[src/rtl/dds_pkg.sv]
// dds_pkg: shared DAC frame constants and the SPI driver state encoding.
package dds_pkg;
    localparam int DAC_FRAME_BITS = 16;
    localparam int DAC_DATA_BITS = 12;
    localparam logic [1:0] DAC_CTRL_BITS = 2'b00;
    typedef enum logic [1:0] {IDLE = 2'd0, SHIFT = 2'd1, GAP = 2'd2} dac_state_t;
endpackage

[src/rtl/dac_bit_timer.sv]
// dac_bit_timer: counts CLK_DIV-cycle SCLK half-periods, strobing at the end of each high/low half.
module dac_bit_timer #(
    parameter int CLK_DIV = 2
) (
    input  logic clk,
    input  logic rst,
    input  logic en,
    output logic sclk_rise,
    output logic sclk_fall
);
    logic [7:0] cnt;
    logic low;
    logic last;
    assign last = cnt == 8'(CLK_DIV - 1);
    assign sclk_fall = en && last && !low;
    assign sclk_rise = en && last && low;
    always_ff @(posedge clk or negedge rst)
        if (!rst) begin
            cnt <= '0;
            low <= 1'b0;
        end else if (!en) begin
            cnt <= '0;
            low <= 1'b0;
        end else if (last) begin
            cnt <= '0;
            low <= !low;
        end else begin
            cnt <= cnt + 8'd1;
        end
endmodule

[src/rtl/dac_spi_driver.sv]
// dac_spi_driver: one-entry sample buffer feeding a 16-bit SPI frame serializer for a 12-bit DAC.
// Data leaves from the MSB of the shift register, so it drains to zero by the end of each frame.
module dac_spi_driver
    import dds_pkg::*;
#(
    parameter int CLK_DIV = 2,
    parameter int GAP_CYCLES = 2
) (
    input  logic                     clk,
    input  logic                     rst,
    input  logic [DAC_DATA_BITS-1:0] amplitude,
    input  logic                     sample_valid,
    output logic                     sample_ready,
    output logic                     dac_sclk,
    output logic                     dac_sync_n,
    output logic                     dac_din,
    output logic                     busy
);
    localparam logic [7:0] GAP_LAST = 8'(GAP_CYCLES - 1);
    dac_state_t state, state_nx;
    logic [DAC_DATA_BITS-1:0] hold, hold_nx;
    logic hold_full, hold_full_nx;
    logic [DAC_FRAME_BITS-1:0] sreg, sreg_nx;
    logic [3:0] bit_cnt, bit_cnt_nx;
    logic [7:0] gap_cnt, gap_cnt_nx;
    logic sclk_nx, sync_n_nx, sclk_rise, sclk_fall, accept, load;
    assign dac_din = sreg[DAC_FRAME_BITS-1];
    dac_bit_timer #(.CLK_DIV(CLK_DIV)) u_timer (
        .clk(clk),
        .rst(rst),
        .en(state == SHIFT),
        .sclk_rise(sclk_rise),
        .sclk_fall(sclk_fall)
    );
    always_comb begin
        state_nx = state;
        hold_nx = hold;
        hold_full_nx = hold_full;
        sreg_nx = sreg;
        bit_cnt_nx = bit_cnt;
        gap_cnt_nx = gap_cnt;
        sclk_nx = dac_sclk;
        sync_n_nx = dac_sync_n;
        accept = sample_valid && sample_ready;
        load = hold_full && (state == IDLE || (state == GAP && gap_cnt == GAP_LAST));
        if (accept) begin
            hold_nx = amplitude;
            hold_full_nx = 1'b1;
        end
        case (state)
            SHIFT: begin
                if (sclk_fall) sclk_nx = 1'b0;
                if (sclk_rise) begin
                    sclk_nx = 1'b1;
                    sreg_nx = {sreg[DAC_FRAME_BITS-2:0], 1'b0};
                    bit_cnt_nx = bit_cnt + 4'd1;
                    if (bit_cnt == 4'd15) begin
                        state_nx = GAP;
                        sync_n_nx = 1'b1;
                        gap_cnt_nx = '0;
                    end
                end
            end
            GAP: begin
                state_nx = gap_cnt == GAP_LAST ? IDLE : GAP;
                gap_cnt_nx = gap_cnt + 8'd1;
            end
            default: ;
        endcase
        if (load) begin
            state_nx = SHIFT;
            hold_full_nx = 1'b0;
            sreg_nx = {2'b00, DAC_CTRL_BITS, hold};
            bit_cnt_nx = '0;
            sclk_nx = 1'b1;
            sync_n_nx = 1'b0;
        end
    end
    always_ff @(posedge clk or negedge rst)
        if (!rst) begin
            state <= IDLE;
            hold <= '0;
            hold_full <= 1'b0;
            sreg <= '0;
            bit_cnt <= '0;
            gap_cnt <= '0;
            dac_sclk <= 1'b1;
            dac_sync_n <= 1'b1;
            busy <= 1'b0;
            sample_ready <= 1'b0;
        end else begin
            state <= state_nx;
            hold <= hold_nx;
            hold_full <= hold_full_nx;
            sreg <= sreg_nx;
            bit_cnt <= bit_cnt_nx;
            gap_cnt <= gap_cnt_nx;
            dac_sclk <= sclk_nx;
            dac_sync_n <= sync_n_nx;
            busy <= state_nx != IDLE;
            sample_ready <= !hold_full_nx;
        end
endmodule

[config.mk]
export PLATFORM = sky130hd
export DESIGN_NAME = dac_spi_driver
export DESIGN_NICKNAME = d
export VERILOG_FILES = /design/src/rtl/dds_pkg.sv /design/src/rtl/dac_bit_timer.sv /design/src/rtl/dac_spi_driver.sv
export SDC_FILE = /design/constraint.sdc
export NUM_CORES = 1
export LEC_CHECK = 0
export ABC_CLOCK_PERIOD_IN_PS = 3300
export BUFFER_PORTS_ARGS = -buffer_cell sky130_fd_sc_hd__buf_2
export CELL_PAD_IN_SITES_DETAIL_PLACEMENT = 0
export CELL_PAD_IN_SITES_GLOBAL_PLACEMENT = 2
export CORE_MARGIN = 5
export CORE_UTILIZATION = 40
export DETAILED_ROUTE_END_ITERATION = 8
export PLACE_DENSITY = 0.77
export SYNTH_ARGS = -nofsm -noshare
export SYNTH_HDL_FRONTEND = slang
export SYNTH_SLANG_ARGS = --single-unit
[constraint.sdc]
create_clock -name clk -period 3.3 [get_ports clk]
set_input_delay 0.33 -clock clk [delete_from_list [all_inputs] [get_ports clk]]
set_output_delay 0.33 -clock clk [all_outputs]
set_load 0.01 [all_outputs]
# Word-level counts from Yosys, hierarchy flattened
# Cells that the tools add are included.
[classes]
n_addsub = 3
eq_ne = 8
mux = 28
n_reduce_logical = 20
[op_table]
columns = ["op", "n"]
rows = [
  ["$mux 16", 3],
  ["$mux 8", 4],
  ["$add 8x1->8 const B", 2],
  ["$eq 8x1->1 const B", 2],
  ["$pmux 8 s2", 1],
  ["$mux 1", 12],
  ["$mux 4", 3],
  ["$reduce_bool 2->1", 5],
  ["$mux 2", 4],
  ["$logic_and 1x1->1", 6],
  ["$ne 2x2->1 const B", 3],
  ["$reduce_and 3->1", 2],
  ["$add 4x1->4 const B", 1],
  ["$eq 4x4->1 const B", 1],
  ["$pmux 2 s2", 1],
  ["$reduce_and 2->1", 2],
  ["$reduce_bool 3->1", 1],
  ["$eq 2x1->1 const B", 1],
  ["$eq 2x2->1 const B", 1],
  ["$logic_not 1->1", 2],
  ["$logic_not 2->1", 1],
  ["$logic_or 1x1->1", 1],
]
[word_totals]
reg_bits = 56
inputBits = 15
elab_cells = 71

# Depth between registers and ports, before layout
# Gate-level depths: netlist (run 1).
[logic_depth]
word_depth = 7
ltp_mapped = 8
depth_no_buf = 6

# Cells and area by module
# Synthesis (run 1) repeated with hierarchy kept, for this count alone.
[unflattened]
cells_unflattened = 244
hier_area_um2 = 2612.5
[modules_own_cells]
columns = ["mod", "instances", "cells_per_inst", "area_each_um2", "seq_area_each_um2"]
rows = [
  ["dac_spi_driver", 1, 199, 2165.8, 1178.6],
  ["dac_bit_timer", 1, 45, 446.7, 225.2],
]

# Worst setup path after synthesis (run 1)
# No wires, ideal clock.
[synth_path]
path_type = "reg2reg"
start = "reg u_timer.cnt[1]"
end = "reg sreg[5]"
setup_time_ns = 0.125
t_arrival_ns = 2.332
t_required_ns = 3.175
slack_ns = 0.843
stages_incl_launch_ff = 9
path_buffers = 2
synth_period_minus_slack_ns = 2.457
path_cell_list = "dfrtp_1 -> inv_1 -> ha_1 -> or4b_4 -> buf_6 -> nor3_4 -> buf_2 -> mux2_2 -> mux2_2"
[synth_via]
elab_chain_len = 5
[synth_lines]
columns = ["item", "line", "text"]
rows = [
  ["start, declared", "dac_bit_timer.sv:11", "logic [7:0] cnt;"],
  ["start signal, assigned", "dac_bit_timer.sv:28", "cnt <= cnt + 8'd1;"],
  ["$eq 8x1->1", "dac_bit_timer.sv:14", "assign last = cnt == 8'(CLK_DIV - 1);"],
  ["$logic_and 1x1->1 (2 in a row)", "dac_bit_timer.sv:16", "assign sclk_rise = en && last && low;"],
  ["$reduce_bool 2->1 (no line)", "--", ""],
  ["$reduce_and 2->1 (no line)", "--", ""],
  ["end signal, assigned", "dac_spi_driver.sv:95", "sreg <= sreg_nx;"],
  ["end, declared", "dac_spi_driver.sv:23", "logic [DAC_FRAME_BITS-1:0] sreg, sreg_nx;"],
]
# Every way passes these cells.
# A chain may end at the register's enable or synchronous reset.

# Worst setup path after layout (run 1)
[layout_path]
start = "reg u_timer.cnt[1]"
end = "reg sreg[7]"
# The elaborated chain is that of the path after synthesis.

==> results.json, run 1 <==
{
  "die-area_sq_um": 8550,
  "grt_max_degree": 44,
  "cp_cell_sequence": "inv_1 -> ha_1 -> or4b_4 -> nor3_4 -> mux2_2 -> mux2_2",
  "gp_congestion": 0.755,
  "grtUsageTotal_pct": 12.7,
  "fin_skew_ns": 0.00952,
  "cts-root-buf": "clkbuf_8",
  "coreArea_sq_um": 6720,
  "setup_viol": 0,
  "ys_ff_latch": 56,
  "yosysWarningCount": 0,
  "tightestPinTransition_ns": 0.989,
  "post-synth-top-count-cell": "dfrtp_1",
  "post-cts-setup-buffers": 0,
  "worstSkewPairLatency_ns": 0.31,
  "ioPinCount": 20,
  "place_ws_ns": 0.741,
  "ctsHoldBuffers": 0,
  "syn-cell-area_sq_um": 2720,
  "cts_tree": "done",
  "route.detailed.drc": 0,
  "critPathMaxStageDelay_ns": 0.61,
  "ff2ff_setup_slack_ns": 0.75,
  "cpMostUsedCell": "mux2_2",
  "port_buffers": 19,
  "hold_class": "primary input to asynchronous set/reset pin",
  "vias": 1762,
  "cts-resized-gates": 0,
  "syn_to_final_growth_pct": 9.29,
  "synth.area.top_cells": "dfrtp_1 (50%), mux2_2 (14%), nand3_1 (4.2%)",
  "power_w": 0.00210,
  "grt_pass1_vias": 1873,
  "dp_hpwl_um": 3410,
  "outcome": "complete, no violations",
  "arrival_ns": 2.76,
  "synthTopCellsByCount": "dfrtp_1 (54), mux2_2 (34), nand2_1 (25)",
  "max_slew_margin_pct": 34.1,
  "first_pass_iters": 4,
  "p_leak_nw": 1.33,
  "maxCapViolCount": 0,
  "drt_iter0_drc": 100,
  "reg2reg_depth": 6,
  "finalHoldViolCount": 0,
  "vias_per_cell": 5.17,
  "ant_nets": 0,
  "async_flop_share_pct": 100,
  "synth_top_area_share_pct": 49.7,
  "wire_per_inst_um": 14.3,
  "syn_nets": 266,
  "timing.final.crit_period_ns": 2.55,
  "crit_type": "flop to flop",
  "synth_edf_count": 0,
  "rsz0062_at_grt": "false",
  "slowest_stage": "nor3_4",
  "antennaDiodeCount": 0,
  "max_freq_mhz": 392,
  "grt_overflow_total": 0,
  "nets": 283,
  "yosysSeqAreaShare_pct": 51.6,
  "finalCritPeriodShare_pct": 77.4,
  "worstPathMaxFanout": 15,
  "numCtsBuffers": 5,
  "cp_data_required_time_ns": 3.50,
  "dieWidth_um": 92.5,
  "peakVddDrop_uv": 378,
  "cts_max_path_buffers": 2,
  "syn_avg_cell_area_sq_um": 11.2,
  "grt_first_pass_wirelength_um": 8780,
  "critPathLaunchType": "flop",
  "antenna_found_initial": 0,
  "reg2reg_to": "sreg[7]",
  "dominantRegCellSynth": "dfrtp_1",
  "endpoint_kind": "flop",
  "htree_levels": 2,
  "final_util_pct": 44.3,
  "p_per_area_nw_per_um2": 705,
  "clock_sinks": 56,
  "placementRows": 30,
  "dieHeight_um": 92.5,
  "yosysTopAreaCell": "dfrtp_1",
  "wirelength_um": 4870,
  "clk_pin_slew_ns": 0.11,
  "syn_inst": 243,
  "slew_violations": 0,
  "layout-drive-gt1-share_pct": 27.6,
  "fin_ws_ns": 0.747,
  "tns_ns": 0,
  "initial_core_util_pct": 40.5,
  "ys_types": 40,
  "reg2reg_from": "u_timer.cnt[1]"
}
worst max-delay path, delay by kind of cell, from the launching register on:
| family | cells | cell delay (ns) |
|---|---|---|
| mux | 2 | 0.67 |
| simple gates | 2 | 1.14 |
| buf+inv | 1 | 0.07 |
| fa+ha+maj | 1 | 0.14 |
| flops | 1 | 0.43 |
metal layers:
layer	GRT usage (%)	vias up	part of all wire [%]
li1	-	879	-
met1	15.5	860	46
met2	22.5	17	49
met3	2.76	6	3.2
met4	3.71	0	1.3
met5	0	-	0
layout by cell type, fill, tap and decap left out, drive strengths merged:
cell type,Yosys,final
nor4b,2,2
xor2,4,4
nand2b,4,4
o41ai,1,1
and2,3,3
buf,4,22
clkinvlp,0,1
a31oi,1,1
xnor2,6,6
and4b,1,1
nor2b,1,1
mux2,34,34
or4,1,1
or3,2,2
o31ai,1,1
nor4,4,4
nor3,3,3
a22oi,1,1
or4b,3,3
o21ai,4,4
a21oi,8,8
a211o,1,1
o211ai,1,1
mux2i,2,2
nand2,25,25
dfrtp,54,54
clkinv,0,1
a32oi,2,2
nand3b,1,1
clkbuf,8,5
dfstp,2,2
nand3,23,23
inv,9,10
ha,8,8
and3,4,4
nor2,14,14
or2,1,1
registers in the layout, summed over array words and instances, names as in the netlist:
register and flops:
sreg 16, bit_cnt 4, busy 1, gap_cnt 8, u_timer.cnt 8, hold 12, sample_ready 1, state 2
dac_sync_n 1, hold_full 1, dac_sclk 1, u_timer.low 1
area by class of cell:
| class | count | area [sq um] |
|---|---|---|
| clock buffers | 5 | 68.8 |
| clock inverters | 3 | 27.5 |
| fillers | 645 | 3740 |
| inverters | 9 | 33.8 |
| multi-input cells | 166 | 1220 |
| flip-flops and latches | 56 | 1400 |
| well taps | 80 | 100 |
| repair buffers | 22 | 118 |
per-stage QoR:
stage	instances	cell area, sq um	hold WS (ns)
after floorplan	243	2720	0.0344
after global placement	333	2880	0.454
after detailed placement	333	2880	0.457
after CTS	341	2970	0.211
after global routing	341	2970	0.219
final	341	2970	0.173
cell families after synthesis:
| logic type | after synthesis | share of synthesized area, % |
|---|---|---|
| AND/OR/NAND/NOR | 92 | 18.0 |
| buffers and inverters | 21 | 3.49 |
| multiplexers | 36 | 14.8 |
| flip-flops | 56 | 51.6 |
| AO/OA/AOI/OAI | 20 | 5.24 |
| XOR/XNOR | 10 | 3.22 |
| adder cells (fa/ha/maj) | 8 | 3.68 |
where the power goes:
part	leakage (nW)	switching, W	internal, W	total (W)
Clock	0.0463	0.000245	0.000157	0.000402
Sequential	0.709	0.000119	0.000900	0.00102
Combinational	0.570	0.000316	0.000361	0.000677
Total	1.33	0.000680	0.00142	0.00210
worst max-delay path by stage:
stage,from,end,slack [ns],cells after the start
after floorplan,u_timer.cnt[1],sreg[5],0.84,8
after global placement,u_timer.cnt[1],sreg[10],0.74,6
after detailed placement,u_timer.cnt[1],sreg[7],0.74,6
after CTS,u_timer.cnt[1],sreg[7],0.72,6
after global routing,state[1],sreg[7],0.59,6
final,u_timer.cnt[1],sreg[7],0.75,6
(Power assumes the default switching activity.)
==> run 2, diff against run 1 <==
--- a/config.mk
+++ b/config.mk
@@ -5,14 +5,14 @@
 export SDC_FILE = /design/constraint.sdc
 export NUM_CORES = 1
 export LEC_CHECK = 0
-export ABC_CLOCK_PERIOD_IN_PS = 3300
+export ABC_CLOCK_PERIOD_IN_PS = 2280
 export BUFFER_PORTS_ARGS = -buffer_cell sky130_fd_sc_hd__buf_2
 export CELL_PAD_IN_SITES_DETAIL_PLACEMENT = 0
 export CELL_PAD_IN_SITES_GLOBAL_PLACEMENT = 2
 export CORE_MARGIN = 5
-export CORE_UTILIZATION = 40
+export CORE_UTILIZATION = 36
 export DETAILED_ROUTE_END_ITERATION = 8
-export PLACE_DENSITY = 0.77
+export PLACE_DENSITY = 0.73
 export SYNTH_ARGS = -nofsm -noshare
 export SYNTH_HDL_FRONTEND = slang
 export SYNTH_SLANG_ARGS = --single-unit
==> constraint.sdc (replaced) <==
create_clock -name clk -period 2.28 [get_ports clk]
set_input_delay 0.228 -clock clk [delete_from_list [all_inputs] [get_ports clk]]
set_output_delay 0.228 -clock clk [all_outputs]
set_load 0.01 [all_outputs]
==> results.json, run 2 (same netlist as run 1, synthesis figures left out) <==
{
  "outcome": "complete, no violations",
  "cp_cell_sequence": "inv_1 -> ha_2 -> or4b_4 -> or4_4 -> and2_4 -> a211o_1",
  "place_inst": 361,
  "setup_viol": 0,
  "placementRows": 31,
  "largest_reg_flops": 16,
  "gp_congestion": 0.745,
  "initial_core_util_pct": 37.3,
  "mostFrequentLayoutCell": "dfrtp_1",
  "grt_overflow_total": 0,
  "port_buffers": 19,
  "hold_path_end": "hold[6]",
  "reg2reg_to": "gap_cnt[3]",
  "ioPinCount": 20,
  "vias_per_cell": 4.86,
  "ff2ff_setup_slack_ns": 0.07,
  "p_leak_nw": 1.43,
  "route.detailed.drc": 0,
  "layout_common_cells": "dfrtp_1 (54), nand2_1 (25), mux2_2 (24)",
  "numCtsBuffers": 5,
  "endpoint_kind": "flop",
  "path_buf_inv": 1,
  "final_util_pct": 43.2,
  "path_depth": 6,
  "peakVddDrop_uv": 546,
  "hold_class": "primary input to flop",
  "hold_path_depth": 2,
  "htree_levels": 2,
  "min_from": "amplitude[6]",
  "syn_to_final_growth_pct": 15.7,
  "fin_skew_ns": 0.00757,
  "nets": 294,
  "first_pass_iters": 4,
  "cts_tree": "done",
  "ant_nets": 0,
  "rsz0062_at_grt": "true",
  "dp_hpwl_um": 3690,
  "clock_sinks": 56,
  "cts_max_path_buffers": 2,
  "grt_first_pass_wirelength_um": 9240,
  "antenna_found_initial": 0,
  "tns_ns": 0,
  "place_ws_ns": 0.0757,
  "multi_input_area_sq_um": 1260,
  "critPathMaxStageDelay_ns": 0.56,
  "antennaDiodeCount": 0,
  "max_slew_margin_pct": 59.9,
  "crit_family": "simple AND/OR/NAND/NOR gates",
  "drt_iter0_drc": 46,
  "arrival_ns": 2.43,
  "timing.final.crit_period_ns": 2.21,
  "dieWidth_um": 96.9,
  "grt_pass1_vias": 1863,
  "reg2reg_depth": 6,
  "coreArea_sq_um": 7290,
  "finalHoldViolCount": 0,
  "wire_per_inst_um": 14.2,
  "crit_type": "flop to flop",
  "slowest_stage": "or4_4",
  "slew_violations": 0,
  "seq_area_sq_um": 1400,
  "cp_data_required_time_ns": 2.50,
  "die-area_sq_um": 9400,
  "finalCritPeriodShare_pct": 97.0,
  "critPathLaunchType": "flop",
  "nFillCells": 741,
  "dieHeight_um": 96.9,
  "grtUsageTotal_pct": 11.9,
  "maxCapViolCount": 0,
  "layout.cells.non_filler": 371,
  "p_per_area_nw_per_um2": 1030,
  "wirelength_um": 5270,
  "cts-root-buf": "clkbuf_8",
  "reg_top3": "sreg x16, hold x12",
  "max_freq_mhz": 452,
  "reg2reg_from": "u_timer.cnt[1]",
  "clk_pin_slew_ns": 0.11,
  "regMostFlops": "sreg",
  "layout-drive-gt1-share_pct": 30.5,
  "tightestPinTransition_ns": 0.602,
  "worstSkewPairLatency_ns": 0.32,
  "worstPathMaxFanout": 7,
  "fin_ws_ns": 0.0682,
  "grt_max_degree": 33,
  "vias": 1804
}
## run 2: where the power goes
| group | switching (W) | internal [W] | total, W |
|---|---|---|---|
| Sequential | 0.000170 | 0.00130 | 0.00147 |
| Combinational | 0.000505 | 0.000658 | 0.00116 |
| Clock | 0.000369 | 0.000227 | 0.000595 |
| Total | 0.00104 | 0.00219 | 0.00323 |
## run 2: stage by stage
stage | power [W] | cell area [sq um] | hold WS [ns]
after floorplan | 0.00234 | 2760 | -0.0676
after global placement | 0.00263 | 3030 | 0.265
after detailed placement | 0.00267 | 3030 | 0.275
after CTS | 0.00327 | 3130 | 0.118
after global routing | 0.00346 | 3150 | 0.110
final | 0.00323 | 3150 | 0.128
## run 2: cell type report
cell class                      count  area share (%)
Multi-Input combinational cell    166            40.1
Sequential cell                    56            44.6
Clock inverter                      3           0.874
Clock buffer                        5            2.19
Tap cell                           99            3.93
Inverter                            9            1.07
Timing Repair Buffer               33            7.23
## run 2: how the worst max path moves through the flow
stage | startpoint | to | slack (ns)
global placement | u_timer.cnt[1] | gap_cnt[3] | 0.10
finish | u_timer.cnt[1] | gap_cnt[3] | 0.07
floorplan | u_timer.cnt[1] | sreg[5] | -0.04
detailed placement | u_timer.cnt[1] | gap_cnt[3] | 0.08
CTS | u_timer.cnt[1] | gap_cnt[3] | 0.07
global route | u_timer.cnt[1] | gap_cnt[3] | -0.03
## run 2: per-layer routing
metal	GRT usage, %	share of wire (%)	vias up
met3	2.88	2.8	4
met5	0	0	-
met2	18.6	47	20
li1	-	-	901
met1	16.2	50	879
met4	3.78	0.72	0
## run 2: repair_timing
item | in CTS | in global routing
setup endpoints to repair | 0 | 7
hold buffers | 1 | 0
endpoints found under the hold margin | 24 | 0
buffers inserted | 0 | 1
gates resized for setup | 0 | 2
## run 2: worst reg2reg max path: cells and delay by family, from the launching register on
family / cells / cell delay, ns
AO/OA/AOI/OAI: 1 / 0.24
adder cells (fa/ha/maj): 1 / 0.15
buffers and inverters: 1 / 0.06
flip-flops: 1 / 0.39
AND/OR/NAND/NOR: 3 / 1.27
